File: src/rtl/h_rng_sampler_if.sv
// rtl/h_rng_sampler_if.sv - PRNG fetch and RNG FIFO write signals of the h_rng_sampler
//
// Purpose: bundles the two handshakes of the sampler so the top can take one
// bus port. The sampler is the master: it requests raw words from the PRNG
// and writes packed candidate pairs into the RNG FIFO.
//
// Signals:
//   prng_req   master->slave  request a raw word; transfer on prng_req && prng_valid
//   prng_valid slave->master  raw word valid
//   prng_din   slave->master  raw random word
//   fifo_wr    master->slave  one-cycle write strobe
//   fifo_dout  master->slave  packed pair {.., c2 in lane 1, c1 in lane 0}
//   fifo_full  slave->master  FIFO full; no write is issued while high
interface h_rng_sampler_if #(
    parameter int RNG_DAT_W = 64
);
    logic                 prng_req;
    logic                 prng_valid;
    logic [RNG_DAT_W-1:0] prng_din;
    logic                 fifo_wr;
    logic [RNG_DAT_W-1:0] fifo_dout;
    logic                 fifo_full;

    modport master (
        output prng_req,
        input  prng_valid,
        input  prng_din,
        output fifo_wr,
        output fifo_dout,
        input  fifo_full
    );

    modport slave (
        input  prng_req,
        output prng_valid,
        output prng_din,
        input  fifo_wr,
        input  fifo_dout,
        output fifo_full
    );
endinterface

File: src/rtl/h_rng_sampler.sv
// rtl/h_rng_sampler.sv - rejection sampler packing two distinct positions < r per RNG FIFO word
//
// Purpose: fetches raw RNG_DAT_W-bit words from the PRNG, takes the low
// H_DAT_W bits of each LANE_W-bit lane as a candidate, rejects candidates
// that are >= r or equal to the already held first candidate, and writes
// accepted pairs to the RNG FIFO as {.., c2 @ lane 1, c1 @ lane 0}.
//
// Ports:
//   clk        in   clock
//   rst_b      in   synchronous reset, active-low
//   rng_start  in   run enable; any nonzero value runs, 0 aborts to idle
//   bus        if   master side of h_rng_sampler_if (PRNG fetch + FIFO write)
//   rej_cnt    out  saturating count of rejected candidates since leaving idle
//
// All outputs come straight from flops.
module h_rng_sampler #(
    parameter int r         = 11027,
    parameter int RNG_DAT_W = 64,
    parameter int LANE_W    = 16,
    parameter int H_DAT_W   = 14
) (
    input  logic                   clk,
    input  logic                   rst_b,
    input  logic [1:0]             rng_start,
    h_rng_sampler_if.master        bus,
    output logic [15:0]            rej_cnt
);

    localparam int N_LANES = RNG_DAT_W / LANE_W;
    // Index runs 0..N_LANES; N_LANES means "every lane of this word used".
    localparam int LANE_IW = $clog2(N_LANES + 1);
    localparam int LANE_SW = (N_LANES > 1) ? $clog2(N_LANES) : 1;
    localparam int unsigned R_LIMIT = r;
    localparam logic [LANE_IW-1:0] LAST_LANE = LANE_IW'(N_LANES - 1);
    localparam logic [LANE_IW-1:0] END_LANE  = LANE_IW'(N_LANES);

    typedef enum logic [1:0] {
        S_IDLE,
        S_FETCH,
        S_SCAN,
        S_EMIT
    } state_t;

    state_t                           state_q, state_d;
    logic [LANE_IW-1:0]               idx_q, idx_d;
    // Only the candidate bits of each lane are kept; the upper lane bits never matter.
    logic [N_LANES-1:0][H_DAT_W-1:0]  cand_q, cand_d;
    logic                             slot_q, slot_d;
    logic [H_DAT_W-1:0]               c1_q, c1_d;
    logic                             prng_req_q, prng_req_d;
    logic                             fifo_wr_q, fifo_wr_d;
    logic [RNG_DAT_W-1:0]             fifo_dout_q, fifo_dout_d;
    logic [15:0]                      rej_cnt_q, rej_cnt_d;

    logic                             run;
    logic [H_DAT_W-1:0]               cand;
    logic                             cand_rej;
    logic                             to_emit;
    logic [15:0]                      rej_inc;
    logic [RNG_DAT_W-1:0]             packed_w;
    logic [N_LANES-1:0]               unused_lane_hi;

    assign run = |rng_start;

    // SCAN only ever runs with idx_q < N_LANES, so the narrowed select is safe.
    assign cand = cand_q[idx_q[LANE_SW-1:0]];

    assign cand_rej = (32'(cand) >= R_LIMIT) || (slot_q && (cand == c1_q));

    assign rej_inc = (rej_cnt_q == 16'hFFFF) ? rej_cnt_q : rej_cnt_q + 16'd1;

    always_comb begin
        packed_w                     = '0;
        packed_w[H_DAT_W-1:0]        = c1_q;
        packed_w[LANE_W +: H_DAT_W]  = cand;
    end

    genvar g;
    generate
        for (g = 0; g < N_LANES; g++) begin : g_lane_hi
            if (LANE_W > H_DAT_W) begin : g_hi
                assign unused_lane_hi[g] = ^bus.prng_din[g*LANE_W+H_DAT_W +: LANE_W-H_DAT_W];
            end else begin : g_no_hi
                assign unused_lane_hi[g] = 1'b0;
            end
        end
    endgenerate

    always_comb begin
        state_d     = state_q;
        idx_d       = idx_q;
        cand_d      = cand_q;
        slot_d      = slot_q;
        c1_d        = c1_q;
        prng_req_d  = prng_req_q;
        fifo_wr_d   = 1'b0;
        fifo_dout_d = fifo_dout_q;
        rej_cnt_d   = rej_cnt_q;
        to_emit     = 1'b0;

        if ((state_q != S_IDLE) && !run) begin
            // Abort: drop any half-built pair and the rest of the word; rej_cnt is kept.
            state_d    = S_IDLE;
            idx_d      = '0;
            slot_d     = 1'b0;
            prng_req_d = 1'b0;
        end else begin
            unique case (state_q)
                S_IDLE: begin
                    if (run) begin
                        state_d    = S_FETCH;
                        prng_req_d = 1'b1;
                        rej_cnt_d  = '0;
                    end
                end

                S_FETCH: begin
                    if (prng_req_q && bus.prng_valid) begin
                        for (int i = 0; i < N_LANES; i++) begin
                            cand_d[i] = bus.prng_din[i*LANE_W +: H_DAT_W];
                        end
                        prng_req_d = 1'b0;
                        idx_d      = '0;
                        state_d    = S_SCAN;
                    end
                end

                S_SCAN: begin
                    idx_d = idx_q + LANE_IW'(1);
                    if (cand_rej) begin
                        rej_cnt_d = rej_inc;
                    end else if (!slot_q) begin
                        c1_d   = cand;
                        slot_d = 1'b1;
                    end else begin
                        // The pair is packed now; the slot is free for the next pair.
                        to_emit     = 1'b1;
                        fifo_dout_d = packed_w;
                        fifo_wr_d   = !bus.fifo_full;
                        slot_d      = 1'b0;
                        state_d     = S_EMIT;
                    end
                    // A lone pending c1 survives into the next word.
                    if (!to_emit && (idx_q == LAST_LANE)) begin
                        state_d    = S_FETCH;
                        prng_req_d = 1'b1;
                    end
                end

                S_EMIT: begin
                    if (fifo_wr_q) begin
                        // The strobe is on the bus this cycle; move on.
                        if (idx_q == END_LANE) begin
                            state_d    = S_FETCH;
                            prng_req_d = 1'b1;
                        end else begin
                            state_d = S_SCAN;
                        end
                    end else begin
                        // Waiting on a full FIFO; fifo_dout holds the pair.
                        fifo_wr_d = !bus.fifo_full;
                    end
                end

                default: begin
                    state_d = S_IDLE;
                end
            endcase
        end
    end

    always_ff @(posedge clk) begin
        if (!rst_b) begin
            state_q     <= S_IDLE;
            idx_q       <= '0;
            cand_q      <= '0;
            slot_q      <= 1'b0;
            c1_q        <= '0;
            prng_req_q  <= 1'b0;
            fifo_wr_q   <= 1'b0;
            fifo_dout_q <= '0;
            rej_cnt_q   <= '0;
        end else begin
            state_q     <= state_d;
            idx_q       <= idx_d;
            cand_q      <= cand_d;
            slot_q      <= slot_d;
            c1_q        <= c1_d;
            prng_req_q  <= prng_req_d;
            fifo_wr_q   <= fifo_wr_d;
            fifo_dout_q <= fifo_dout_d;
            rej_cnt_q   <= rej_cnt_d;
        end
    end

    assign bus.prng_req  = prng_req_q;
    assign bus.fifo_wr   = fifo_wr_q;
    assign bus.fifo_dout = fifo_dout_q;
    assign rej_cnt       = rej_cnt_q;

endmodule

File: src/flat_wrapper.sv
// flat-port wrapper written by rule: the top's interface ports become plain ports
module h_rng_sampler_flat 
#(
    parameter int r         = 11027,
    parameter int RNG_DAT_W = 64,
    parameter int LANE_W    = 16,
    parameter int H_DAT_W   = 14
)
  (clk, rst_b, rng_start, rej_cnt, bus_prng_req, bus_prng_valid, bus_prng_din, bus_fifo_wr, bus_fifo_dout, bus_fifo_full);
  h_rng_sampler_if #(.RNG_DAT_W(RNG_DAT_W)) bus_i ();
  input  logic clk;
  input  logic rst_b;
  input  logic [1:0] rng_start;
  output logic [15:0] rej_cnt;
  output wire logic [$bits(bus_i.prng_req)-1:0] bus_prng_req;
  input wire logic [$bits(bus_i.prng_valid)-1:0] bus_prng_valid;
  input wire logic [$bits(bus_i.prng_din)-1:0] bus_prng_din;
  output wire logic [$bits(bus_i.fifo_wr)-1:0] bus_fifo_wr;
  output wire logic [$bits(bus_i.fifo_dout)-1:0] bus_fifo_dout;
  input wire logic [$bits(bus_i.fifo_full)-1:0] bus_fifo_full;
  assign bus_prng_req = bus_i.prng_req;
  assign bus_i.prng_valid = bus_prng_valid;
  assign bus_i.prng_din = bus_prng_din;
  assign bus_fifo_wr = bus_i.fifo_wr;
  assign bus_fifo_dout = bus_i.fifo_dout;
  assign bus_i.fifo_full = bus_fifo_full;
  h_rng_sampler #(.r(r), .RNG_DAT_W(RNG_DAT_W), .LANE_W(LANE_W), .H_DAT_W(H_DAT_W)) u_core (.clk(clk), .rst_b(rst_b), .rng_start(rng_start), .bus(bus_i), .rej_cnt(rej_cnt));
endmodule
File: config.mk
export PLATFORM = sky130hd
export DESIGN_NAME = h_rng_sampler_flat
export DESIGN_NICKNAME = d
export VERILOG_FILES = /design/src/rtl/h_rng_sampler_if.sv /design/src/rtl/h_rng_sampler.sv /design/src/flat_wrapper.sv
export SDC_FILE = /design/constraint.sdc
export NUM_CORES = 1
export LEC_CHECK = 0
export CAP_MARGIN = 20
export CELL_PAD_IN_SITES_DETAIL_PLACEMENT = 0
export CELL_PAD_IN_SITES_GLOBAL_PLACEMENT = 2
export CORE_UTILIZATION = 31
export CTS_CLUSTER_SIZE = 14
export DETAILED_ROUTE_END_ITERATION = 10
export PLACE_DENSITY = 0.87
export SYNTH_ARGS = -nofsm -noshare
export SYNTH_HDL_FRONTEND = slang
export SYNTH_SLANG_ARGS = --single-unit
File: constraint.sdc
create_clock -name clk -period 5.8 [get_ports clk]
set_input_delay 0.58 -clock clk [delete_from_list [all_inputs] [get_ports clk]]
set_output_delay 0.58 -clock clk [all_outputs]
set_load 0.05 [all_outputs]
Word-level counts from Yosys, hierarchy flattened
Cells that the tools add are included.
Operators by class
  mux-type cells: 31
  reductions and logical operators: 22
  equality and inequality tests: 16
  $lt $le $gt $ge: 2
  bitwise gates (word level): 4
  $add $sub $neg: 2
Operators by type and width (count)
  16-bit two-way mux: 3
  16-bit one-hot mux with 2 select lines: 1
  14-bit binary-select mux with 2-bit select: 1
  16-bit by 1-bit adder with 16-bit output (second input constant): 1
  16-bit == test (second input constant): 1
  5-bit AND reduction: 3
  14-bit == test: 1
  14-bit greater-or-equal comparator (second input constant): 1
  14-bit two-way mux: 1
  2-bit two-way mux: 7
  1-bit two-way mux: 13
  2-bit by 1-bit != test with 1-bit output (second input constant): 6
  2-bit one-hot mux with 4 select lines: 1
  4-bit AND reduction: 2
  3-bit one-hot mux with 2 select lines: 1
  2-bit nonzero test: 3
  2-bit == test (second input constant): 2
  1-bit logical AND: 4
  1-bit inverter: 4
  1-bit one-hot mux with 4 select lines: 1
  2-bit AND reduction: 2
  2-bit OR reduction: 2
  3-bit by 1-bit adder with 3-bit output (second input constant): 1
  3-bit by 2-bit == test with 1-bit output (second input constant): 1
  12 further kinds: 14
Word-level totals
  flip-flop bits (word level): 122
  input bits: 70
  output and inout port bits: 82
  logic and storage cells: 89

Longest topological paths before layout
Gate-level depths: netlist of run 1.
  word-level depth: 12
  mapped depth: 11
  gate-level depth less buffers: 7

Least setup slack after synthesis of run 1
OpenSTA, ideal clock, no wires.
  path kind: register to register
  start point: register u_core.idx_q[0]
  end point: register u_core.rej_cnt_q[13] (netlist: u_core.rej_cnt[13])
  library setup time: 0.072 ns
  arrival time: 2.712 ns
  period minus slack after synthesis: 2.783 ns
  buffers on the path: 2
  path slack: 3.017 ns
  cell stages (with the launch flop): 9
  required time: 5.728 ns
  path through: dfxtp_1 -> buf_6 -> mux4_2 -> xor2_1 -> or4_1 -> o21a_2 -> buf_6 -> a2111oi_1 -> mux2i_1
Between the ends
  word-level cells in the longest chain between the ends: 7
  elaborated cells between the ends (all ways): 8
  those cells by class: 1 x order compare; 2 x eq/ne; 2 x mux; 3 x reduce/logical
Ends and longest elaborated chain
  from (decl): RTL line h_rng_sampler.sv:45  | logic [LANE_IW-1:0] idx_q, idx_d;
  from (signal assigned): RTL line h_rng_sampler.sv:185  | idx_q <= idx_d;
  14-bit binary-select mux with 2-bit select (*): RTL line h_rng_sampler.sv:66  | assign cand = cand_q[idx_q[LANE_SW-1:0]];
  14-bit two-way mux (implied by the code) (*): RTL line h_rng_sampler.sv:66
  parallel branches: the longest is 2 deep, another holds 14-bit greater-or-equal comparator
  1-bit logical OR (*): RTL line h_rng_sampler.sv:68  | assign cand_rej = (32'(cand) >= R_LIMIT) || (slot_q && (cand == c1_q));
  2-bit by 1-bit != test with 1-bit output (no source line) (*)
  5-bit AND reduction (no source line) (*)
  to (signal assigned): RTL line h_rng_sampler.sv:192  | rej_cnt_q <= rej_cnt_d;
  to (decl): RTL line h_rng_sampler.sv:53  | logic [15:0] rej_cnt_q, rej_cnt_d;
Mark *: on every way between the ends. The select of a mux whose other input is x is not followed.
A chain may end at the register's enable or synchronous reset.

Final worst setup path of run 1
  start point: register u_core.idx_q[0]
  end point: register u_core.c1_q[9]
Between the ends
  word-level cells in the longest chain between the ends: 7
  elaborated cells between the ends (all ways): 8
  those cells by class: 1 x order compare; 1 x eq/ne; 2 x mux; 1 x bitwise; 3 x reduce/logical
Ends and longest elaborated chain
  14-bit binary-select mux with 2-bit select (*): RTL line h_rng_sampler.sv:66
  14-bit two-way mux (implied by the code) (*): RTL line h_rng_sampler.sv:66
  parallel branches: the longest is 5 deep, another holds 14-bit greater-or-equal comparator
  to (signal assigned): RTL line h_rng_sampler.sv:178  | c1_q <= '0;
  to (signal assigned): RTL line h_rng_sampler.sv:188  | c1_q <= c1_d;
  to (decl): RTL line h_rng_sampler.sv:49  | logic [H_DAT_W-1:0] c1_q, c1_d;
Marks and branches as above.

==> summary.md, run 1 <==
| Metric | Value |
|---|---|
| Nets | `just over 800` |
| Die height | `140 um` |
| Final Cell Area | `7570 um^2` |
| Ports | `approximately 150` |
| Number of core rows | `50` |
| Synth-to-layout area growth | `28.5%` |
| Max IR drop VDD | `slightly below 200 uV` |
| Clk Tree Root Cell | `clkbuf_16` |
| R2R depth | `7` |
| Reg2reg end | `u_core.c1_q[9]` |
| Static Leak | `about 0.0029 uW` |
| Largest family of logic cells by synthesized area | `simple AND/OR/NAND/NOR gates` |
| Worst-path maximum fanout | `20` |
| Post-synthesis simple-gate area fraction | `0.183` |
| Slew headroom | `0.275` |
| Crit-path slowest cell | `dfxtp_1` |
| RSZ-0062 raised after global routing | `false` |
| Met3 Resource Use GR | `0.0351` |
| Worst Skew | `0.00914 ns` |
| # Max-Cap Violations | `0` |
| Post-synthesis compound-gate area fraction | `0.125` |
| Most common cell after layout, fill and taps aside | `nand2_1` |
| Total number of vias | `4700` |
| Grt met2 use | `0.234` |
| Synth cell types | `between 40 and 50` |
| Clock-pin slew on the worst setup and hold paths | `roughly 0.06 ns` |
| EDFF count, synth | `0` |
| Clk_lat worst skew | `0.42 ns` |
| Hold WS | `0.456 ns` |
| CTS Hold Bufs | `0` |
| First-pass GRT wire length | `23400 um` |
| Achievable Freq | `~260 MHz` |
| Die ar. | `around 20000 um^2` |
| Syn Std Cell Area | `just under 6000 um^2` |
| Area share of fa/ha/maj cells after synthesis | `0.00850` |
| TritonCTS Sinks | `approximately 120` |
| Post-synthesis mux area share | `0.159` |
| CTS max path bufs | `2` |
| # resized after CTS | `0` |
| Asr flop ratio synth | `0` |
| Wire per inst | `~14 um` |
| Worst-Margin Slew | `roughly 1.1 ns` |
| Worst-path cell chain | `mux4_2 > a211o_1 > a2111o_1 > a22oi_2 > o21a_2 > nand4b_4 > mux2i_1` |
| Vias in the first global route | `about 4500` |
| Port-buffer cells | `between 100 and 150` |
| Critical path class | `flip-flop to flip-flop` |
| Antenna violations before repair | `0` |
| Clock power frac | `0.484` |
| Worst r2r src | `u_core.idx_q[0]` |
| Highest-count cells in the layout ignoring fill and taps | `nand2_1 (197), dfxtp_1 (122), clkdlybuf4s50_1 (106)` |
| Switching pwr | `approximately 570 uW` |
| Cell-internal power | `1600 uW` |
| Final wirelength | `14200 um` |
| Hold_sp | `u_core.bus.fifo_dout[25]` |
| Mapped Avg Cell Area | `~9 um^2` |
| Power, Total | `~2200 uW` |
| Synth Flop Type | `dfxtp_1` |
| DP Wirelength | `roughly 10000 um` |
| Reg2Reg Setup Slack | `~2 ns` |
| Power per cell area | `between 200 and 300 nW/um^2` |
| CORE AREA | `between 15000 and 20000 um^2` |
| Logic pwr share | `0.115` |
| N_diodes | `0` |
| WP data arrival | `about 4.1 ns` |
| Die width | `140 um` |
| XOR/XNOR Fraction of Synth Area | `0.0238` |
| Iteration-0 DRC Markers | `between 200 and 300` |
| Layout cell share with drive strength beyond 1 | `0.0786` |
| H-tree depth | `4` |
| Final Max Slew Viols | `0` |
| Flop and latch count out of synthesis | `about 120` |
| Worst hold endpoint | `u_core.bus.fifo_dout[25]` |
| Met1 Track Usage GR | `0.209` |
| Yosys Warn Count | `0` |
| Worst hold path class | `flip-flop to flip-flop` |
| Sum Neg Setup Slack | `0 ns` |
| Run status | `finished clean` |
| Critical Path Start Type | `flip-flop` |
| CTS buffer count | `17` |
| Final hold vios | `0` |
| Vias/cell | `4.71` |
| Minimum clock period | `between 3 and 4 ns` |
| Core Util, Final | `0.406` |
| CP Capture Type | `flip-flop` |
| Hold Crit Depth | `2` |
| CTS tree | `built` |
| ANT nets after route | `0` |
| Net Sw Frac | `0.262` |
| Post-CTS setup buffers | `0` |
| Initial Util | `0.316` |
| CP max stage delay | `between 0.9 and 1 ns` |
| Largest net degree at the start of global routing | `120` |
| DRT Pass-1 Iters | `5` |
| Final period utilization | `0.656` |
| Routability cong. | `about 0.81` |
| Register area share after synthesis | `0.415` |
| Most Crowded Layer GR | `met2` |
| Fill count | `between 1500 and 2000` |
| Total track usage | `0.153` |
| DP Area | `6970 um^2` |
| Total gr overflow | `0` |
| Final setup viols | `0` |
| Seq pwr share | `0.402` |
| DRC viols | `0` |
| Worst Path Required | `6.13 ns` |
| Synth Instances | `roughly 660` |
[worst max-delay path by stage]
stage	startpoint	to	slack (ns)	cells past startpoint
after floorplan	u_core.idx_q[0]	u_core.rej_cnt[13]	3.02	8
after detailed placement	u_core.idx_q[0]	u_core.bus.fifo_dout[12]	1.88	9
after global routing	u_core.idx_q[0]	u_core.bus.fifo_dout[12]	1.67	9
after CTS	u_core.idx_q[0]	u_core.c1_q[13]	1.87	7
after global placement	u_core.idx_q[0]	u_core.c1_q[7]	1.91	7
final	u_core.idx_q[0]	u_core.c1_q[9]	1.99	7
[cells by family after synthesis]
group,Yosys count
multiplexers,76
other,1
buffers and inverters,85
AND/OR/NAND/NOR,254
flip-flops,122
AO/OA/AOI/OAI,103
adder cells (fa/ha/maj),4
XOR/XNOR,16
[power by group through the flow]
stage	clock network [uW]	logic, uW	registers, uW
finish	1050	249	872
detailed placement	0	250	890
floorplan	0	196	885
global placement	0	246	890
global route	1120	269	875
CTS	1080	251	872
[state kept, by name, indices dropped and copies added, names as in the netlist]
signal                count
u_core.bus.fifo_wr        1
u_core.rej_cnt           16
u_core.state_q            2
u_core.bus.fifo_dout     28
u_core.cand_q            56
u_core.slot_q             1
u_core.bus.prng_req       1
u_core.c1_q              14
u_core.idx_q              3
[cell usage after synthesis, drive strengths merged, types with 3 or more instances]
cell type,n,area (um^2)
and3,3,18.8
nand2,197,739
xnor2,9,78.8
nand2b,14,87.6
a211oi,4,30.0
inv,6,22.5
ha,4,50.1
nor3,5,25.0
nor2,9,33.8
nor4,3,18.8
nand3,9,45.0
a21boi,57,428
clkbuf,29,109
o21ai,8,40.0
mux2i,62,621
a21oi,17,85.1
a2111oi,4,43.8
dfxtp,122,2440
xor2,7,61.3
o21a,3,23.8
mux4,14,315
buf,50,370
nand4,8,50.1
[worst max-delay path: cells and delay by family (launching register included)]
kind               cells  cell delay, ns
muxes                  2            1.00
DFF                    1            0.93
and+or+nand+nor        1            0.40
AOI/OAI and AO/OA      4            1.38
[metrics by stage]
step	worst slack [ns]	cells
3_3_place_gp	1.91	965
3_5_place_dp	1.88	965
4_1_cts	1.87	997
6_report	1.99	997
2_1_floorplan	3.02	696
5_1_grt	1.67	997
[per-layer routing]
metal	vias to the layer above	wire length, um
li1	2366	-
met1	2193	6940
met2	129	6500
met3	12	631
met4	0	183
met5	-	0
[final cells by class]
cell class | instances | area, um^2 | area share
multi-input cells | 489 | 3090 | 0.409
flip-flops and latches | 122 | 2440 | 0.323
repair buffers | 114 | 1120 | 0.148
clock buffers | 19 | 453 | 0.0599
well taps | 234 | 293 | 0.0387
clock inverters | 13 | 141 | 0.0187
inverters | 6 | 22.5 | 0.00298
Power figures use the tool's default switching activity.
==> run 2: changes to the inputs <==
--- a/config.mk
+++ b/config.mk
@@ -8,10 +8,10 @@
 export CAP_MARGIN = 20
 export CELL_PAD_IN_SITES_DETAIL_PLACEMENT = 0
 export CELL_PAD_IN_SITES_GLOBAL_PLACEMENT = 2
-export CORE_UTILIZATION = 31
+export CORE_UTILIZATION = 26
 export CTS_CLUSTER_SIZE = 14
 export DETAILED_ROUTE_END_ITERATION = 10
-export PLACE_DENSITY = 0.87
+export PLACE_DENSITY = 0.78
 export SYNTH_ARGS = -nofsm -noshare
 export SYNTH_HDL_FRONTEND = slang
 export SYNTH_SLANG_ARGS = --single-unit
==> constraint.sdc (replaced) <==
create_clock -name clk -period 3.23 [get_ports clk]
set_input_delay 0.323 -clock clk [delete_from_list [all_inputs] [get_ports clk]]
set_output_delay 0.323 -clock clk [all_outputs]
set_load 0.05 [all_outputs]
==> summary.md, run 2 (same netlist as run 1, synthesis figures left out) <==
| Metric | Value |
|---|---|
| WP data arrival | `3.39 ns (was 4.14 ns)` |
| DRC viols | `7 (was 0)` |
| Vias in the first global route | `4284 (was 4532)` |
| Synth-to-layout area growth | `31.4% (was 28.5%)` |
| Total number of vias | `4602 (was 4700)` |
| ANT nets after route | `0 (unchanged)` |
| Worst Path Required | `3.57 ns (was 6.13 ns)` |
| Core Util, Final | `0.351 (was 0.406)` |
| DRT Pass-1 Iters | `10 (was 5)` |
| Top reg by flops | `u_core.cand_q (unchanged)` |
| Worst-path maximum fanout | `15 (was 20)` |
| H-tree depth | `4 (unchanged)` |
| # resized after CTS | `0 (unchanged)` |
| Failing checks | `design-rule violations` |
| Critical path class | `flip-flop to flip-flop (unchanged)` |
| Die ar. | `23300 um^2 (was 19600 um^2)` |
| Final Max Slew Viols | `0 (unchanged)` |
| CTS buffer count | `17 (unchanged)` |
| Minimum clock period | `3.05 ns (was 3.81 ns)` |
| Power per cell area | `511 nW/um^2 (was 287 nW/um^2)` |
| Power, Total | `3950 uW (was 2170 uW)` |
| Die width | `153 um (was 140 um)` |
| TritonCTS Sinks | `122 (unchanged)` |
| Worst-Margin Slew | `0.994 ns (was 1.09 ns)` |
| Critical Path Start Type | `flip-flop (unchanged)` |
| Sum Neg Setup Slack | `0 ns (unchanged)` |
| Worst Skew | `0.00970 ns (was 0.00914 ns)` |
| Nets | `829 (was 824)` |
| Clk Tree Root Cell | `clkbuf_16 (unchanged)` |
| Highest-count cells in the layout ignoring fill and taps | `nand2_1 (197), dfxtp_1 (122), clkdlybuf4s50_1 (106) (unchanged)` |
| Fill count | `2308 (was 1840)` |
| DP Wirelength | `10600 um (was 10000 um)` |
| N_diodes | `0 (unchanged)` |
| Post-CTS setup buffers | `0 (unchanged)` |
| Total gr overflow | `0 (unchanged)` |
| Die height | `153 um (was 140 um)` |
| Routability cong. | `0.739 (was 0.813)` |
| Total track usage | `0.131 (was 0.153)` |
| Hold WS | `0.455 ns (was 0.456 ns)` |
| CP Capture Type | `flip-flop (unchanged)` |
| Number of core rows | `54 (was 50)` |
| Final Cell Area | `7740 um^2 (was 7570 um^2)` |
| First-pass GRT wire length | `23700 um (was 23400 um)` |
| CORE AREA | `22000 um^2 (was 18600 um^2)` |
| Slew headroom | `0.331 (was 0.275)` |
| Final period utilization | `0.945 (was 0.656)` |
| Ports | `152 (unchanged)` |
| Wire per inst | `14.2 um (was 14.3 um)` |
| Achievable Freq | `328 MHz (was 263 MHz)` |
| Antenna violations before repair | `0 (unchanged)` |
| Clk_lat worst skew | `0.41 ns (was 0.42 ns)` |
| DP Area | `7110 um^2 (was 6970 um^2)` |
| CTS max path bufs | `2 (unchanged)` |
| Vias/cell | `4.39 (was 4.71)` |
| Initial Util | `0.267 (was 0.316)` |
| Max IR drop VDD | `244 uV (was 195 uV)` |
| CTS Hold Bufs | `0 (unchanged)` |
| Iteration-0 DRC Markers | `183 (was 270)` |
| Run status | `complete, but fails checks (was finished clean)` |
| Largest net degree at the start of global routing | `69 (was 120)` |
| Static Leak | `0.00291 uW (was 0.00287 uW)` |
| CTS tree | `built (unchanged)` |
| # Max-Cap Violations | `0 (unchanged)` |
| Most common cell after layout, fill and taps aside | `nand2_1 (unchanged)` |
| Final wirelength | `14900 um (was 14200 um)` |
| Clock-pin slew on the worst setup and hold paths | `0.06 ns (about the same)` |
| Port-buffer cells | `107 (unchanged)` |
| RSZ-0062 raised after global routing | `false (unchanged)` |
| Final hold vios | `0 (unchanged)` |
| Layout cell share with drive strength beyond 1 | `0.0898 (was 0.0786)` |
| Worst hold path class | `flip-flop to flip-flop (unchanged)` |
| Final setup viols | `0 (unchanged)` |
| Max reg flops | `56 (unchanged)` |
## run 2: cell types whose count changed in the layout (fill, tap and decap cells not counted), moves of 2 or more
cell	before	now
buf_12	0	3
a2111oi_1	2	0
buf_4	8	10
clkinv_2	3	1
clkinv_4	1	3
## run 2: through the flow
step / std cells / worst slack [ns]
2_1_floorplan: 696 / 0.447
3_3_place_gp: 1016 / 0.139
3_5_place_dp: 1016 / 0.109
4_1_cts: 1048 / 0.0895
5_1_grt: 1048 / 0.0106
6_report: 1048 / 0.177
## run 2: worst paths after layout
check | start | to | slack (ns) | cells after the start
worst max-delay path | u_core.idx_q[0] | u_core.c1_q[10] | 0.18 | 8
worst min-delay path | u_core.bus.fifo_dout[19] | u_core.bus.fifo_dout[19] | 0.46 | 2
worst max register to register | u_core.idx_q[0] | u_core.c1_q[10] | 0.18 | 8
worst min register to register | u_core.bus.fifo_dout[19] | u_core.bus.fifo_dout[19] | 0.46 | 2
## run 2: worst max-delay path, stage by stage, from the launching register on
cell,delay (ns)
dfxtp_1,0.37
buf_12,0.19
mux4_2,0.59
a211o_1,0.32
a2111o_1,0.45
a22oi_2,0.20
o21a_2,0.25
nand4b_4,0.34
mux2i_1,0.27
## run 2: cell type report
cell class                 instances  area, um^2  share of cell area
multi-input combinational        489        3130               0.404
sequential                       122        2440               0.316
clock inverter                    14         161              0.0209
clock buffer                      18         439              0.0568
inverter                           6        22.5             0.00291
timing repair buffer             119        1200               0.155
tap                              280         350              0.0453
## run 2: layer usage
layer | GRT usage | vias up | share of wire | wire length [um]
met1 | 0.191 | 2120 | 0.53 | 7920
met5 | 0 | - | 0 | 0
met4 | 0.0404 | 0 | 0.0061 | 91
met2 | 0.191 | 103 | 0.43 | 6390
met3 | 0.0301 | 5 | 0.032 | 481
li1 | - | 2374 | - | -
## run 2: where the power goes
part	switching [uW]	internal (uW)
Sequential	27.1	1530
Combinational	295	177
Clock	746	1180
